==> src/rtl/adc128s022_emulator_if.sv <==
// ----------------------------------------------------------------------------
// adc128s022_emulator_if
// SPI pin bundle shared by an ADC128S022 master and the emulator.
//   ADC_SCLK  : serial clock, master -> emulator (idles high)
//   ADC_CS_N  : chip select, master -> emulator (active low)
//   ADC_SADDR : address/data, master -> emulator (ADC DIN)
//   ADC_SDAT  : conversion data, emulator -> master (ADC DOUT)
// ----------------------------------------------------------------------------
interface adc128s022_emulator_if;
  logic ADC_SCLK;
  logic ADC_CS_N;
  logic ADC_SADDR;
  logic ADC_SDAT;

  modport master (
    output ADC_SCLK,
    output ADC_CS_N,
    output ADC_SADDR,
    input  ADC_SDAT
  );

  modport slave (
    input  ADC_SCLK,
    input  ADC_CS_N,
    input  ADC_SADDR,
    output ADC_SDAT
  );
endinterface

==> src/rtl/adc128s022_emulator.sv <==
// ----------------------------------------------------------------------------
// adc128s022_emulator
// Pin-level SPI responder standing in for an ADC128S022. Channel values come
// from a parallel bus and are returned with the chip's 16-bit framing (four
// leading zeros + 12 data bits). The channel for the next frame is taken from
// the address bits the master shifts in on rising SCLK edges 3..5.
//
// Ports:
//   clk_in        : system clock, the only clock of the block
//   reset         : synchronous active-low reset
//   spi (slave)   : ADC_SCLK / ADC_CS_N / ADC_SADDR in, ADC_SDAT out (registered)
//   ch_data       : 8 x 12-bit channel values, channel k at [12k+11:12k]
//   frame_done    : one-cycle pulse on the 16th SCLK rise of a frame
//   frame_channel : channel of the word most recently loaded for output
//   busy          : high while a frame is in progress (CS low)
// ----------------------------------------------------------------------------
module adc128s022_emulator #(
  parameter int unsigned SYNC_STAGES = 2
) (
  input  logic                  clk_in,
  input  logic                  reset,
  adc128s022_emulator_if.slave  spi,
  input  logic [95:0]           ch_data,
  output logic                  frame_done,
  output logic [2:0]            frame_channel,
  output logic                  busy
);

  localparam int unsigned NUM_CH      = 8;
  localparam int unsigned CH_W        = 12;
  localparam int unsigned CH_SEL_W    = 3;
  localparam int unsigned WORD_W      = 16;
  localparam int unsigned CNT_W       = 5;
  localparam int unsigned FRAME_EDGES = 16;
  localparam int unsigned ADD2_RISE   = 3;
  localparam int unsigned ADD1_RISE   = 4;
  localparam int unsigned ADD0_RISE   = 5;

  localparam logic [0:0] ST_IDLE   = 1'b0;
  localparam logic [0:0] ST_ACTIVE = 1'b1;

  // --------------------------------------------------------------------------
  // Input synchronizers and edge detection
  // --------------------------------------------------------------------------
  logic [SYNC_STAGES-1:0] sclk_sync;
  logic [SYNC_STAGES-1:0] cs_sync;
  logic [SYNC_STAGES-1:0] saddr_sync;
  logic                   sclk_dly;
  logic                   cs_dly;
  logic                   sync_primed;
  logic                   cs_seen_high;

  // The CS chain resets to 1, so a CS pin held low through reset would look
  // like a fall once the chain flushes. cs_seen_high only arms after a real
  // high level has been sampled from the pin.
  always_ff @(posedge clk_in) begin
    if (!reset) begin
      sclk_sync    <= '1;
      cs_sync      <= '1;
      saddr_sync   <= '0;
      sclk_dly     <= 1'b1;
      cs_dly       <= 1'b1;
      sync_primed  <= 1'b0;
      cs_seen_high <= 1'b0;
    end else begin
      sclk_sync   <= {sclk_sync[SYNC_STAGES-2:0], spi.ADC_SCLK};
      cs_sync     <= {cs_sync[SYNC_STAGES-2:0], spi.ADC_CS_N};
      saddr_sync  <= {saddr_sync[SYNC_STAGES-2:0], spi.ADC_SADDR};
      sclk_dly    <= sclk_sync[SYNC_STAGES-1];
      cs_dly      <= cs_sync[SYNC_STAGES-1];
      sync_primed <= 1'b1;
      if (sync_primed && cs_sync[0]) begin
        cs_seen_high <= 1'b1;
      end
    end
  end

  logic sclk_s;
  logic cs_n_s;
  logic saddr_s;
  logic sclk_rise_c;
  logic sclk_fall_c;
  logic cs_rise_c;
  logic cs_fall_c;

  assign sclk_s      = sclk_sync[SYNC_STAGES-1];
  assign cs_n_s      = cs_sync[SYNC_STAGES-1];
  assign saddr_s     = saddr_sync[SYNC_STAGES-1];
  assign sclk_rise_c = sclk_s & ~sclk_dly;
  assign sclk_fall_c = ~sclk_s & sclk_dly;
  assign cs_rise_c   = cs_n_s & ~cs_dly;
  assign cs_fall_c   = ~cs_n_s & cs_dly & cs_seen_high;

  // --------------------------------------------------------------------------
  // Channel word mux for the next frame
  // --------------------------------------------------------------------------
  logic [CH_SEL_W-1:0] next_ch_q;
  logic [CH_W-1:0]     ch_word_c;

  always_comb begin
    ch_word_c = '0;
    for (int unsigned k = 0; k < NUM_CH; k++) begin
      if (next_ch_q == CH_SEL_W'(k)) begin
        ch_word_c = ch_data[k*CH_W +: CH_W];
      end
    end
  end

  // --------------------------------------------------------------------------
  // Frame state machine
  // --------------------------------------------------------------------------
  logic [0:0]          state_q;
  logic [0:0]          state_d;
  logic [WORD_W-1:0]   shift_q;
  logic [WORD_W-1:0]   shift_d;
  logic [CNT_W-1:0]    rise_cnt_q;
  logic [CNT_W-1:0]    rise_cnt_d;
  logic [CH_SEL_W-1:0] next_ch_d;
  logic [1:0]          add_hi_q;
  logic [1:0]          add_hi_d;
  logic                frame_done_q;
  logic                frame_done_d;
  logic [CH_SEL_W-1:0] frame_channel_q;
  logic [CH_SEL_W-1:0] frame_channel_d;
  logic                busy_q;
  logic                busy_d;
  logic                load_c;

  // ADC_SDAT is the MSB of shift_q, so clearing shift_q also drives SDAT low.
  // A fall is numbered by the rises already seen in the frame: the fall that
  // precedes rise 1 is ignored, falls 1..15 shift, and fall 16 reloads.
  always_comb begin
    state_d         = state_q;
    shift_d         = shift_q;
    rise_cnt_d      = rise_cnt_q;
    next_ch_d       = next_ch_q;
    add_hi_d        = add_hi_q;
    frame_done_d    = 1'b0;
    frame_channel_d = frame_channel_q;
    load_c          = 1'b0;

    case (state_q)
      ST_IDLE: begin
        shift_d = '0;
        if (cs_fall_c) begin
          state_d = ST_ACTIVE;
          load_c  = 1'b1;
        end
      end

      ST_ACTIVE: begin
        if (cs_rise_c) begin
          // Abort or normal end: CS rise wins over any SCLK edge this cycle.
          state_d = ST_IDLE;
          shift_d = '0;
        end else if (sclk_fall_c) begin
          if (rise_cnt_q == CNT_W'(FRAME_EDGES)) begin
            load_c = 1'b1;
          end else if (rise_cnt_q != '0) begin
            shift_d = {shift_q[WORD_W-2:0], 1'b0};
          end
        end else if (sclk_rise_c) begin
          rise_cnt_d = rise_cnt_q + CNT_W'(1);
          if (rise_cnt_d == CNT_W'(ADD2_RISE)) begin
            add_hi_d[1] = saddr_s;
          end else if (rise_cnt_d == CNT_W'(ADD1_RISE)) begin
            add_hi_d[0] = saddr_s;
          end else if (rise_cnt_d == CNT_W'(ADD0_RISE)) begin
            next_ch_d = {add_hi_q, saddr_s};
          end else if (rise_cnt_d == CNT_W'(FRAME_EDGES)) begin
            frame_done_d = 1'b1;
          end
        end
      end

      default: begin
        state_d = ST_IDLE;
        shift_d = '0;
      end
    endcase

    // Frame load: four leading zeros, then the selected 12-bit sample.
    if (load_c) begin
      shift_d         = {4'b0000, ch_word_c};
      frame_channel_d = next_ch_q;
      rise_cnt_d      = '0;
    end

    busy_d = (state_d == ST_ACTIVE);
  end

  // State and registered outputs
  always_ff @(posedge clk_in) begin
    if (!reset) begin
      state_q         <= ST_IDLE;
      shift_q         <= '0;
      rise_cnt_q      <= '0;
      next_ch_q       <= '0;
      add_hi_q        <= '0;
      frame_done_q    <= 1'b0;
      frame_channel_q <= '0;
      busy_q          <= 1'b0;
    end else begin
      state_q         <= state_d;
      shift_q         <= shift_d;
      rise_cnt_q      <= rise_cnt_d;
      next_ch_q       <= next_ch_d;
      add_hi_q        <= add_hi_d;
      frame_done_q    <= frame_done_d;
      frame_channel_q <= frame_channel_d;
      busy_q          <= busy_d;
    end
  end

  assign spi.ADC_SDAT  = shift_q[WORD_W-1];
  assign frame_done    = frame_done_q;
  assign frame_channel = frame_channel_q;
  assign busy          = busy_q;

endmodule

==> src/flat_wrapper.sv <==
// flat-port wrapper written by rule: the top's interface ports become plain ports
module adc128s022_emulator_flat 
#(
  parameter int unsigned SYNC_STAGES = 2
)
  (clk_in, reset, ch_data, frame_done, frame_channel, busy, spi_ADC_SCLK, spi_ADC_CS_N, spi_ADC_SADDR, spi_ADC_SDAT);
  adc128s022_emulator_if spi_i ();
  input  logic clk_in;
  input  logic reset;
  input  logic [95:0] ch_data;
  output logic frame_done;
  output logic [2:0] frame_channel;
  output logic busy;
  input wire logic [$bits(spi_i.ADC_SCLK)-1:0] spi_ADC_SCLK;
  input wire logic [$bits(spi_i.ADC_CS_N)-1:0] spi_ADC_CS_N;
  input wire logic [$bits(spi_i.ADC_SADDR)-1:0] spi_ADC_SADDR;
  output wire logic [$bits(spi_i.ADC_SDAT)-1:0] spi_ADC_SDAT;
  assign spi_i.ADC_SCLK = spi_ADC_SCLK;
  assign spi_i.ADC_CS_N = spi_ADC_CS_N;
  assign spi_i.ADC_SADDR = spi_ADC_SADDR;
  assign spi_ADC_SDAT = spi_i.ADC_SDAT;
  adc128s022_emulator #(.SYNC_STAGES(SYNC_STAGES)) u_core (.clk_in(clk_in), .reset(reset), .spi(spi_i), .ch_data(ch_data), .frame_done(frame_done), .frame_channel(frame_channel), .busy(busy));
endmodule
==> config.mk <==
export PLATFORM = sky130hd
export DESIGN_NAME = adc128s022_emulator_flat
export DESIGN_NICKNAME = d
export VERILOG_FILES = /design/src/rtl/adc128s022_emulator_if.sv /design/src/rtl/adc128s022_emulator.sv /design/src/flat_wrapper.sv
export SDC_FILE = /design/constraint.sdc
export NUM_CORES = 1
export LEC_CHECK = 0
export CAP_MARGIN = 30
export CELL_PAD_IN_SITES_DETAIL_PLACEMENT = 0
export CELL_PAD_IN_SITES_GLOBAL_PLACEMENT = 1
export CORE_ASPECT_RATIO = 0.8
export CORE_UTILIZATION = 30
export CTS_CLUSTER_SIZE = 24
export DETAILED_ROUTE_END_ITERATION = 12
export PLACE_DENSITY_LB_ADDON = 0.1
export SYNTH_ARGS = -nofsm -noshare
export SYNTH_HDL_FRONTEND = slang
export SYNTH_SLANG_ARGS = --single-unit
==> constraint.sdc <==
create_clock -name clk_in -period 2.69 [get_ports clk_in]
set_clock_uncertainty 0.2 [all_clocks]
set_input_delay 0.538 -clock clk_in [delete_from_list [all_inputs] [get_ports clk_in]]
set_output_delay 0.538 -clock clk_in [all_outputs]
set_load 0.05 [all_outputs]
# Word-level counts from Yosys, hierarchy flattened
# Cells that the tools add are included.
[classes] n_addsub=1 n_eq_ne=18 muxes=23 n_reduce_logical=11 bitwise=16
[ops] cell="$mux W12" count=9
[ops] cell="$mux W16" count=4
[ops] cell="$pmux W16 S2" count=1
[ops] cell="$eq A3 B3 Y1 const B" count=4
[ops] cell="$not A1 Y1" count=11
[ops] cell="$eq A5 B3 Y1 const B" count=2
[ops] cell="$eq A5 B5 Y1 const B" count=2
[ops] cell="$ne A4 B3 Y1 const B" count=2
[ops] cell="$reduce_or A8 Y1" count=1
[ops] cell="$mux W1" count=7
[ops] cell="$reduce_and A7 Y1" count=1
[ops] cell="$eq A3 B2 Y1 const B" count=2
[ops] cell="$ne A3 B2 Y1 const B" count=2
[ops] cell="$reduce_and A3 Y1" count=2
[ops] cell="$reduce_and A6 Y1" count=1
[ops] cell="$add A5 B1 Y5 const B" count=1
[ops] cell="$and A1 B1 Y1" count=5
[ops] cell="$eq A5 B2 Y1 const B" count=1
[ops] cell="$reduce_and A5 Y1" count=1
[ops] cell="$reduce_bool A5 Y1" count=1
[ops] cell="$ne A4 B2 Y1 const B" count=1
[ops] cell="$pmux W1 S2" count=2
[ops] cell="$reduce_and A4 Y1" count=1
[ops] cell="$eq A3 B1 Y1 const B" count=1
[ops] cell="other kinds (4)" count=4
[word_totals] in_bits=101 elab_cells=85 ff_bits=41

# Depth between registers and ports, before layout
[depth] ltp_word=10 depth_mapped=7

# Least setup slack after synthesis
# OpenSTA, ideal clock, no wires.
[synth_path] path_kind="reg2reg" startpoint="reg u_core.busy (netlist name)" endpoint="reg u_core.shift_q[3]" path_stages_with_launch=5 setup_slack_ns=0.725 required_ns=2.371 arrival_time_ns=1.646 setup_time_ns=0.119 period_less_slack_ns=1.965 path_cell_list="dfxtp_1 -> nand2_1 -> o21ai_4 -> o21ai_1 -> o221a_1"
[synth_rtl] element="end signal, assigned" line="adc128s022_emulator.sv:205" text="shift_q <= shift_d;"
[synth_rtl] element="end, declared" line="adc128s022_emulator.sv:114" text="logic [WORD_W-1:0] shift_q;"

# Final worst setup path
[layout_path] startpoint="reg u_core.busy_q (netlist: u_core.busy)" endpoint="out busy"
[layout_rtl] element="start, declared" line="adc128s022_emulator.sv:125" text="logic busy_q;"
[layout_rtl] element="start signal, assigned" line="adc128s022_emulator.sv:211" text="busy_q <= busy_d;"
[layout_rtl] element="end, declared" line="flat_wrapper.sv:13" text="output logic busy;"
# No word-level cell between the ends.

==> results by group <==
Clock tree
  – Cts bufs inserted: 5
  – H-tree depth: 2
  – Clock sinks: 41
  – Clock Latency Late Sink: 0.29 ns
  – Clock Tree Buf Depth: 2
  – Setup Buffers After CTS: 0
  – Root buffer cell: clkbuf_8
  – Clk slew on worst S/H paths: roughly 0.070 ns
  – CTS resizes: 0
  – TritonCTS clock tree: done
  – CTS Hold Bufs: 0

Setup path
  – Setup crit end kind: primary output
  – Worst Path Required: around 2.0 ns
  – Critical path class: flip-flop to primary output
  – Critical path data arrival time: 1.60 ns
  – Critical path peak fanout: 7
  – CP Cell Sequence: clkdlybuf4s50_1
  – CP delay by family, top: buffers and inverters
  – CP max stage delay: approximately 0.85 ns
  – CP Launch Type: flip-flop
  – CP max-delay cell: clkdlybuf4s50_1
  – CP bufs+invs: 1

Finish
  – Final Util: 0.473
  – Fin area: between 3000 and 4000 um2
  – N_diodes: 0
  – Commonest non-fill, non-tap cell in the layout: clkdlybuf4s50_1
  – Layout Cells excl Fill: ~500
  – Nets@finish: 498
  – Most frequent cells in the layout: clkdlybuf4s50_1 (106), dfxtp_1 (40), nand2_1 (37), mux2i_1 (18), nor2_1 (16)
  – Area Growth Syn to Fin: 49.0%
  – Share of cells above drive strength 1: 0.107

Place
  – Port Buf Inserts: between 100 and 150
  – Placer Congestion: between 0.7 and 0.8
  – DP HPWL: roughly 6200 um
  – Placed Area: approximately 3800 um2
  – Cell Count Post-Placement: 494

Yosys
  – Synthesized area: 2580 um2
  – Register area share after synthesis: 0.318
  – Top cell type by total area after synthesis: dfxtp_1
  – Synthesized Nets: a little under 400
  – Yosys warnings: 0
  – EDFF count, synth: 0
  – FFs w/ async S/R, synth: 0
  – Post-synth cell types: between 50 and 60
  – Synth top area cells: dfxtp_1 (32%), mux2i_1 (7.0%), mux4_2 (6.1%), nand2_1 (5.4%), mux2_2 (4.8%)
  – Mapped Cells: around 290
  – Synth Flop Type: dfxtp_1
  – Yosys top cell area share: 0.318
  – Seq cells post-synth: 41
  – Avg Inst Size Synth: ~9.0 um2

Worst hold path
  – Worst Hold Class: flip-flop to flip-flop

Global routing
  – Vias in the first global route: 2380
  – GRT overflow: 0
  – Total track usage: 0.172
  – Initial antenna violation count: 0
  – First-pass GRT wire length: 12100 um
  – Pin count of the biggest net entering global routing: 28

Route
  – First-pass detailed-route iteration total: 4
  – Drt via density: 5.06
  – Final WL: a little under 8000 um
  – Remaining DRCs: 0
  – Routed Antenna Nets: 0
  – Routed wire per std cell: between 15 and 20 um
  – DRT iter0 DRCs: 93
  – Vias: ~2500

Timing
  – Final setup vio count: 0
  – Crit path time final: between 2 and 2.5 ns
  – Fmax: about 430 MHz
  – RSZ-0062 raised after global routing: no
  – Final Hold Fails: 0
  – Crit share post-route: 0.869
  – Worst-Margin Slew: approximately 0.5 ns
  – Max Slew Vio Count: 0
  – Post-route setup TNS: 0 ns
  – Slew margin rel.: 0.659

Flow run
  – Max-Cap Viols: 0

Floorplan
  – Die area: 8970 um2
  – Die W: 106 um
  – I/O pin count: ~110
  – Die H: 84.9 um
  – Starting Density: 0.317
  – Row Count: 29
  – Core area: a little over 8000 um2

Power and ir drop
  – Power, Total: between 1 and 1.5 mW
  – Pwr/cell area: 318 nW/um2
  – Pleak: between 1 and 1.5 nW
  – Peak VDD IR: 153 uV

Status
  – Status: finished clean
==> power by group <==
group	internal (mW)	switching, mW
Sequential	0.616	0.00514
Clock	0.180	0.204
Combinational	0.164	0.0516
Total	0.959	0.261
==> flip-flops by register name, summed over array words and instances (netlist names), 2 cells and up <==
signal and flops:
u_core.add_hi_q 2, u_core.cs_sync 2, u_core.frame_channel 3, u_core.next_ch_q 3, u_core.rise_cnt_q 5, u_core.saddr_sync 2, u_core.sclk_sync 2, u_core.shift_q 16
==> logic make-up after synthesis <==
kind of cell,Yosys count,synth area share
AOI/OAI and AO/OA,80,0.218
xor gates and xnor gates,7,0.0238
adders and majority gates,4,0.0194
buffers and inverters,23,0.0461
DFF,41,0.318
muxes,36,0.179
and+or+nand+nor,96,0.195
==> routing by layer <==
layer,global-route usage,part of all wire,up-vias
li1,-,-,1264
met1,0.227,0.46,1196
met2,0.286,0.47,69
met3,0.0353,0.051,11
met4,0.0442,0.015,0
met5,0,0,-
==> synth_stat cells (all sizes together) (8+ instances only) <==
master,count
a21oi,11
a22oi,9
buf,14
dfxtp,41
mux2,11
mux2i,18
nand2,39
nand2b,10
nor2,16
nor2b,11
o21ai,15
o22ai,8
==> path summary, 6_finish.rpt <==
| check | start | to | slack, ns | cells after the start |
|---|---|---|---|---|
| worst min register to register | u_core.sclk_sync[0]$_SDFF_PN1_ | u_core.sclk_sync[1]$_SDFF_PN1_ | 0.22 | 1 |
| worst max-delay path | u_core.busy$_SDFF_PN0_ | busy | 0.35 | 1 |
| worst min-delay path | u_core.sclk_sync[0]$_SDFF_PN1_ | u_core.sclk_sync[1]$_SDFF_PN1_ | 0.22 | 1 |
| worst max register to register | u_core.rise_cnt_q[0]$_SDFFE_PP0P_ | u_core.shift_q[4]$_SDFFE_PN0P_ | 0.51 | 7 |
==> cell type report <==
| cell class | count | area, um2 |
|---|---|---|
| tap | 108 | 135 |
| sequential | 41 | 822 |
| fill | 808 | 4290 |
| timing repair buffer | 117 | 1140 |
| multi-input combinational | 223 | 1640 |
| inverter | 5 | 18.8 |
| clock buffer | 6 | 72.6 |
| clock inverter | 2 | 10.0 |
==> through the flow <==
stage	setup slack, ns	hold slack [ns]
after CTS	0.332	0.221
after global placement	0.433	0.198
after detailed placement	0.417	0.197
final	0.352	0.220
after global routing	0.293	0.276
after floorplan	0.725	0.186
(Power assumes the default switching activity.)
==> variant: new RTL, config.mk and constraints unchanged <==
Change the localparam `CNT_W` from 5 to 4.
--- a/src/rtl/adc128s022_emulator.sv
+++ b/src/rtl/adc128s022_emulator.sv
@@ -30,7 +30,7 @@
   localparam int unsigned CH_W        = 12;
   localparam int unsigned CH_SEL_W    = 3;
   localparam int unsigned WORD_W      = 16;
-  localparam int unsigned CNT_W       = 5;
+  localparam int unsigned CNT_W       = 4;
   localparam int unsigned FRAME_EDGES = 16;
   localparam int unsigned ADD2_RISE   = 3;
   localparam int unsigned ADD1_RISE   = 4;
Function: no difference found for any inputs over 10 cycles, from zero or initial values and one cycle with reset low; that may be too few to reach the edited logic, so the function may still have changed.
==> variant against the original RTL <==
Area after synthesis decreased by 5.5%. First-iteration DRC count rose by 46%. Wire length is 5.0% lower. Final area fell by 4.0%. Power is 8.4% higher. Setup slack improved by 0.00092 ns. Die area down 5.4%. Worst hold slack worse by 0.0061 ns. Sequential cell count down 1. Sequential power decreased by 3%. Utilization down 0.64 points. Largest cell class unchanged.
==> variant: results (changes against the original RTL) <==
outcome completed; peak supply drop 0.000215 V (+41%); HPWL Detailed 5.86 mm (-5.6%); gp weighted congestion 0.735 (-1.4%); syn_nets 375 (-4.3%); Synth top cells by count 40 x dfxtp_1, 34 x nor2_1, 23 x mux2i_1; Yosys cell types 43 (-16%); crit path max fanout 5 (-2); Area after DPL 3570 µm² (-5.0%); Layout Nets 473 (-5.0%); initial antenna violation count 0 (unchanged); 1st-iter DRT viols 136 (+46%); pin count of the biggest net entering global routing 42 (+50%); layout cell share with drive strength beyond 1 8.40% (-2.3 points); Synth Warn # 0 (unchanged); Vias 2,384 (-6.1%); vias in the first global route 2,208 (-7.2%); P_leak 1.25 nW (-6.0%); Max clock buf depth 2 (unchanged); clock slew at reported path FFs 0.09 ns (+0.02 ns); fillers 820 (+1.5%); asr flop ratio synth 0% (unchanged); Post-CTS Setup Bufs 0 (unchanged); Rel. slew slack 54.0% (-12 points); PortBufs 106 (unchanged); Hold Path Class register to register; 1st-pass router iterations 4 (unchanged); post-synthesis sequential area ratio 32.9% (+1.0 points); synth top area cells dfxtp_1 33%, mux2i_1 9.5%, mux4_2 7.4%; first-pass GRT wire length 11.4 mm (-5.7%); critical path data arrival time 1.60 ns (about the same); crit path max-delay cell type clkdlybuf4s50_1; slowest cell delay on critical path 0.85 ns (about the same); largest registers u_core.shift_q x16, u_core.rise_cnt_q x4; Avg WL per Cell 15.5 µm (about the same); Tot GR Track Use 17.9% (+0.75 points); CTS root buf clkbuf_8
[variant: logic make-up after synthesis]
group	share of synthesized area [%]
adder cells (fa/ha/maj)	2.05
buffers and inverters	6.21
AND/OR/NAND/NOR	16.8
XOR/XNOR	1.44
multiplexers	16.8
AO/OA/AOI/OAI	23.7
flip-flops	32.9
[variant: stage by stage]
stage	total power, mW	util (%)	setup WS (ns)	cells	hold WS, ns
floorplan	0.667	-	0.766	270	0.186
global placement	0.829	45.2	0.526	469	0.200
detailed placement	0.830	45.2	0.476	469	0.198
CTS	1.34	46.6	0.326	477	0.221
global route	1.38	46.6	0.205	477	0.241
finish	1.32	46.6	0.353	477	0.214
[variant: power by group]
group          switching (mW)  internal [mW]  total (mW)
sequential            0.00461          0.600       0.605
clock                   0.229          0.280       0.508
combinational          0.0536          0.156       0.209
total                   0.287           1.04        1.32
[variant: cell type report]
class	instances	area, µm²	share of cell area (%)
clock buffer	5	68.8	1.87
clock inverter	3	46.3	1.26
inverter	3	11.3	0.305
multi-input combinational	203	1480	40.2
sequential	40	801	21.7
tap	108	135	3.66
timing repair buffer	115	1140	30.9
[variant: worst paths after layout]
kind / depth (start not counted) / slack (ns) / start / to
worst max-delay path: 1 / 0.35 / u_core.busy / busy
worst min register to register: 1 / 0.21 / u_core.sclk_sync[0] / u_core.sclk_sync[1]
worst min-delay path: 1 / 0.21 / u_core.sclk_sync[0] / u_core.sclk_sync[1]
worst max register to register: 5 / 0.54 / u_core.next_ch_q[0] / u_core.shift_q[4]
[variant: metal layers]
layer,vias up,GRT usage (%),wire (µm)
met5,-,0,0
met4,0,4.65,59
met3,5,5.13,543
met2,86,25.3,3080
met1,1090,26.2,3720
li1,1203,-,-
